$ cat src/rtl/letter_fifo.sv
// letter_fifo: encodes each new letter press to a 5-bit code and queues it in a FWFT FIFO.
// Define LETTER_FIFO_RECENT_EN to add the 'recent' history of the last 4 accepted codes.
module letter_fifo #(
    parameter int DEPTH = 8,
    parameter int AW    = 3
) (
    input  logic        clk,
    input  logic        rst_n,
    input  logic [25:0] keys,
    input  logic        key_valid,
    input  logic        clear,
    input  logic        rd_en,
    output logic [4:0]  rd_data,
    output logic        rd_valid,
    output logic [AW:0] count,
    output logic        full,
    output logic        overflow
`ifdef LETTER_FIFO_RECENT_EN
    ,
    output logic [19:0] recent
`endif
);
    logic [4:0]    mem [DEPTH];
    logic [AW-1:0] wr_ptr, rd_ptr;
    logic [25:0]   keys_q, new_bits, src;
    logic          valid_q, push_req, pop, wr;
    logic [4:0]    code;

    // Prefer the newly added key; fall back to the lowest held key if nothing new.
    always_comb begin
        new_bits = keys & ~keys_q;
        src = |new_bits ? new_bits : keys;
        code = 5'd31;
        for (int i = 25; i >= 0; i--)
            if (src[i]) code = 5'(i);
    end

    assign push_req = key_valid & ~valid_q & |keys;
    assign rd_valid = count != '0;
    assign full     = count == (AW+1)'(DEPTH);
    assign pop      = rd_en & rd_valid;
    assign wr       = push_req & (~full | pop);
    assign rd_data  = rd_valid ? mem[rd_ptr] : 5'd31;

    always_ff @(posedge clk)
        if (wr & ~clear) mem[wr_ptr] <= code;

    always_ff @(posedge clk or negedge rst_n) begin
        if (!rst_n) begin
            keys_q   <= '0;
            valid_q  <= 1'b0;
            wr_ptr   <= '0;
            rd_ptr   <= '0;
            count    <= '0;
            overflow <= 1'b0;
        end else begin
            keys_q  <= keys;
            valid_q <= key_valid;
            if (clear) begin
                wr_ptr   <= '0;
                rd_ptr   <= '0;
                count    <= '0;
                overflow <= 1'b0;
            end else begin
                if (wr) wr_ptr <= wr_ptr + 1'b1;
                if (pop) rd_ptr <= rd_ptr + 1'b1;
                count <= count + (AW+1)'(wr) - (AW+1)'(pop);
                if (push_req & full & ~pop) overflow <= 1'b1;
            end
        end
    end

`ifdef LETTER_FIFO_RECENT_EN
    always_ff @(posedge clk or negedge rst_n) begin
        if (!rst_n) recent <= '1;
        else if (clear) recent <= '1;
        else if (wr) recent <= {recent[14:0], code};
    end
`endif
endmodule

$ cat config.mk
export PLATFORM = sky130hd
export DESIGN_NAME = letter_fifo
export DESIGN_NICKNAME = d
export VERILOG_FILES = /design/src/rtl/letter_fifo.sv
export SDC_FILE = /design/constraint.sdc
export NUM_CORES = 1
export LEC_CHECK = 0
export CORE_ASPECT_RATIO = 1.4
export CORE_MARGIN = 4
export CORE_UTILIZATION = 50
export DETAILED_ROUTE_END_ITERATION = 7
export HOLD_SLACK_MARGIN = 0.03
export PLACE_DENSITY = 0.74
export SYNTH_ARGS = -nofsm -noshare
export SYNTH_HDL_FRONTEND = slang
export SYNTH_SLANG_ARGS = --single-unit
$ cat constraint.sdc
create_clock -name clk -period 2.9 [get_ports clk]
set_input_delay 0.29 -clock clk [delete_from_list [all_inputs] [get_ports clk]]
set_output_delay 0.29 -clock clk [all_outputs]
set_load 0.05 [all_outputs]
Word-level counts from Yosys, hierarchy flattened. Memory sizes are Yosys's and may differ from the RTL's. Index checks and enable logic that the tools add are counted.

Memories kept: 1. Bits in latches: 0. Memory bits (writable): 40. ROM bits: 0. Register bits after elaboration: 38. Bits of input ports: 31. Output and inout port bits: 12.

Equal/unequal tests: 1. Bitwise gates (word level): 14. Reduce and logical (&&, ||, !) cells: 6. Multipliers: 0. $add $sub $neg: 4. $lt $le $gt $ge: 0. Divide/modulo/power cells: 0. Shift-type cells: 0. Mux-type cells: 37.

Memory list: mem (depth 8, bits a word 5, read ports 1, clocked after Yosys merged registers in 0, wr ports 1, RTL line 23) `logic [4:0] mem [DEPTH];`.

Operators by type and width (count): two-way mux 5 bit (25); OR reduction 26 bit (2); bitwise AND 26 bit (1); two-way mux 26 bit (1); inverter 26 bit (1); two-way mux 3 bit (6); bitwise AND 1 bit (7); adder 3 x 1 -> 3 bit (second input constant) (2); nonzero test 2 bit (3); adder 4 x 1 -> 4 bit (1); == test 4 bit (second input constant) (1); two-way mux 1 bit (4); two-way mux 4 bit (1); inverter 1 bit (4); nonzero test 4 bit (1); subtractor 4 x 1 -> 4 bit (1); OR 1 bit (1).

Depth between registers and ports, before layout.
Word-level depth: 30. Depth in mapped cells: 11.

Worst setup path after synthesis. No wires, ideal clock.

Path kind: reg2reg. Start: register count[2]. End: register count[1]. Setup slack: -0.009 ns. Cell stages (with the launch flop): 10. Arrival time: 2.777 ns. Library setup time: 0.132 ns. Buffers on the path: 1. Cells stage by stage: dfrtp_1 > inv_1 > ha_1 > nand2_1 > clkbuf_1 > nand3_1 > o21ai_0 > ha_1 > fa_1 > nor2b_1.

Cells in the longest elaborated chain, start to end: 7.

RTL lines: from (decl) (RTL line 15) `output logic [AW:0] count,`; from (signal assigned) (RTL line 67) `count <= count + (AW+1)'(wr) - (AW+1)'(pop);`; nonzero test 4 bit * (RTL line 39) `assign rd_valid = count != '0;`; net rd_valid (RTL line 14) `output logic rd_valid,`; bitwise AND 1 bit * (RTL line 41) `assign pop = rd_en & rd_valid;`; OR 1 bit (RTL line 42) `assign wr = push_req & (~full | pop);`; bitwise AND 1 bit (RTL line 42); adder 4 x 1 -> 4 bit (RTL line 67); subtractor 4 x 1 -> 4 bit * (RTL line 67); two-way mux 4 bit * (RTL line 59) `if (clear) begin`.

Mark *: on every way through the listed nets, which the timed path passes. The rest lies on a longest branch. A chain may end at the register's enable or synchronous reset.

Worst setup path in the final report.
Start: input port keys[25]. End: memory mem[4][2] (data pin).

Cells in the longest elaborated chain, start to end: 29.

RTL lines: from (decl) (RTL line 9) `input logic [25:0] keys,`; bitwise AND 26 bit (RTL line 31) `new_bits = keys & ~keys_q;`; OR reduction 26 bit (RTL line 32) `src = |new_bits ? new_bits : keys;`; two-way mux 26 bit * (RTL line 32); two-way mux 3 bit (2 in series) (RTL line 35) `if (src[i]) code = 5'(i);`; two-way mux 5 bit (23 in series) (RTL line 35); two-way mux 5 bit * (RTL line 35); net code[2] (RTL line 27) `logic [4:0] code;`; to (decl) (RTL line 23).

Marks and branches as above.

==> impl_metrics.tcl <==
set metrics [dict create \
    path_class "primary input to flip-flop" \
    post_synth_num_cell_types 55 \
    finish.utilization_pct 70.3 \
    timing.final.crit_share_pct 95.1 \
    cts_tree "done" \
    worst_pin_slew_ps 880 \
    powerDensity_mw_per_mm2 691 \
    drtIter0Drc 145 \
    period_needed_ps 2760 \
    maxCapViolCount 0 \
    synth_edf_count 40 \
    met1_usage_pct 23.7 \
    fin_nets 467 \
    syn_avg_cell_area_um2 12.6 \
    hpwl_um 7410 \
    hp-class "primary input to asynchronous set/reset pin" \
    setup_violations 0 \
    antenna_found_initial 0 \
    fin_skew_ps 11.9 \
    r2r-end "mem[4][2]" \
    wl_per_cell_um 17.9 \
    worstRegToRegCells 11 \
    path_clk_slew_ps 90 \
    cp.arrival_ps 2970 \
    h-tree-depth 3 \
    met3_usage_pct 4.21 \
    overflow 0 \
    finalHoldViolations 0 \
    portBuffers 42 \
    slew_headroom_pct 40.9 \
    start_kind "primary input" \
    grt_pass1_vias 3221 \
    slew_viol_final 0 \
    synth-seq-area-share_pct 56.3 \
    ys_seq_elements 78 \
    grt_busiest_layer "met2" \
    area_delta_synth_final_pct 36.2 \
    crit_path_end_kind "flip-flop" \
    clock_path_buffers 2 \
    critical_path.max_fanout 8 \
    coreArea_mm2 0.00741 \
    holdWs_ps 26.8 \
    die_w_um 81.9 \
    r2r_start "keys_q[25]" \
    firstDrtPassIters 4 \
    peakVddDrop_v 0.000457 \
    status "completed" \
    grt_pass1_wl_um 15600 \
    drive_gt1_share_pct 29.1 \
    yosysWarnings 0 \
    crit_required_ps 3110 \
    dp.cells 514 \
    vias 2968 \
    synthArstFlopShare_pct 48.7 \
    num_io_pins 43 \
    cts_sinks 78 \
    finalNonFillerCells 530 \
    tns_ps 0 \
    placementRows 37 \
    die_area_mm2 0.00913 \
    netlist_instances 303 \
    ctsHoldBuffers 0 \
    postRouteAntennaNets 0 \
    reg2reg_slack_ps 200 \
    root_buffer "clkbuf_8" \
    yosys_most_used_dff "edfxtp_1" \
    use_met2_pct 41.2 \
    syn-cell-area_mm2 0.00382 \
    place_congestion 0.949 \
    finalPower_mw 3.60 \
    drt_wl_total_um 9490 \
    dieHeight_um 111 \
    cts_made_buffers 9 \
    start_util_pct 51.6 \
    viasPerCell 5.60 \
    fmax_mhz 363 \
    power_leakage_nw 2.14 \
    cts_setup_buffers 0 \
    clk_latency_ps 360 \
    grt_max_degree 39 \
    antenna_cells 0 \
    syn_nets 342 \
    grt_use_total_pct 22.8 \
    drc 0 \
]
==> sequential cells by signal, summed over array words and instances (netlist names) <==
name and count:
keys_q 26, mem 40, rd_ptr 3, overflow 1, count 4, valid_q 1, wr_ptr 3
==> synthesized netlist by cell type, types with 2 or more instances <==
cell type | instances | share of area, %
edfxtp_1 | 40 | 31
o211ai_1 | 2 | 0.39
a211oi_1 | 2 | 0.39
xor2_1 | 3 | 0.69
xnor2_1 | 3 | 0.69
buf_2 | 2 | 0.26
a41o_2 | 2 | 0.59
dfrtp_1 | 38 | 25
nor2b_4 | 2 | 0.72
nor3_1 | 5 | 0.65
inv_1 | 12 | 1.2
nand2_1 | 19 | 1.9
nand3_1 | 8 | 1.0
mux4_2 | 10 | 5.9
a22oi_1 | 2 | 0.39
a21oi_1 | 8 | 1.0
nand2b_1 | 7 | 1.1
ha_1 | 7 | 2.3
and2b_1 | 2 | 0.39
clkbuf_1 | 5 | 0.49
a2111oi_2 | 4 | 1.6
a21o_1 | 4 | 0.79
a41o_1 | 8 | 2.1
o21ai_1 | 4 | 0.52
a21boi_0 | 2 | 0.39
nor2b_1 | 22 | 3.6
nand4_1 | 6 | 0.98
nor4_1 | 7 | 1.1
o21ba_2 | 2 | 0.52
o21ai_0 | 13 | 1.7
mux2i_1 | 6 | 1.6
nor2_1 | 23 | 2.3
==> layer usage <==
layer	up-vias	routed length [µm]	share of wire, %
li1	1404	-	-
met1	1435	3450	36
met2	91	5220	55
met3	38	321	3.4
met4	0	489	5.2
met5	-	0	0
==> area by class of cell <==
type	count	area (µm²)
Fill cell	548	2200
Sequential cell	78	2150
Multi-Input combinational cell	204	1590
Timing Repair Buffer	123	1040
Clock inverter	7	144
Clock buffer	9	124
Tap cell	97	121
Inverter	12	45.0
==> worst max path at each step <==
stage                   from        end  depth (start not counted)  slack (ps)
floorplan           count[2]  mem[0][0]                          6         160
global placement     keys[9]  mem[4][1]                         11        -200
detailed placement  keys[25]  mem[0][1]                         10        -300
CTS                 keys[25]  mem[5][1]                         10          60
global route        keys[18]  mem[5][1]                         11         -10
finish              keys[25]  mem[4][2]                         12         140
==> worst max-delay path: stages <==
cell             delay, ps
clkdlybuf4s50_1        470
nor2b_1                300
a2111oi_2              110
and4_1                 230
buf_12                 160
buf_4                  120
a41o_1                 270
nor4_1                 390
a21boi_0               250
o21ai_1                 80
a21oi_1                150
buf_4                  160
==> cell families after synthesis <==
kind of cell	Yosys count	share of synthesized area, %
fa+ha+maj	8	2.81
compound gates	64	13.9
xor+xnor	6	1.38
buf+inv	21	2.42
simple gates	110	15.7
flops	78	56.3
mux	16	7.46
==> what timing repair did <==
| item | in CTS | in global routing |
|---|---|---|
| setup endpoints to repair | 0 | 8 |
| resized for setup | 0 | 1 |
| endpoints found under the hold margin | 0 | 0 |
==> power breakdown <==
group	internal (mW)	switching, mW
logic	0.530	0.701
clock network	0.665	0.419
registers	1.23	0.0514
==> per-stage QoR <==
stage	setup slack (ps)	instance area, µm²
2_1_floorplan	165	3820
3_3_place_gp	-203	4930
3_5_place_dp	-303	4930
4_1_cts	58.5	5200
5_1_grt	-11.6	5210
6_report	142	5210
==> placed cells by master (no fill, tap or decap), drive strengths merged, types with 2 or more instances in the layout <==
cell type,instances
and3,2
nor2b,24
and2b,2
nand2b,7
a41o,10
clkbuf,9
and2,2
a211oi,3
o21ai,17
clkdlybuf4s50,41
nor2,23
nor3,5
nand2,19
xnor2,3
bufinv,4
buf,82
edfxtp,40
nand3,9
nand4,6
a21o,4
inv,14
a22oi,2
dfrtp,38
mux4,10
a21oi,8
o21ba,2
ha,7
o211ai,2
nor4,7
mux2i,6
a21boi,2
a2111oi,5
xor2,3
(Power assumes the default switching activity.)
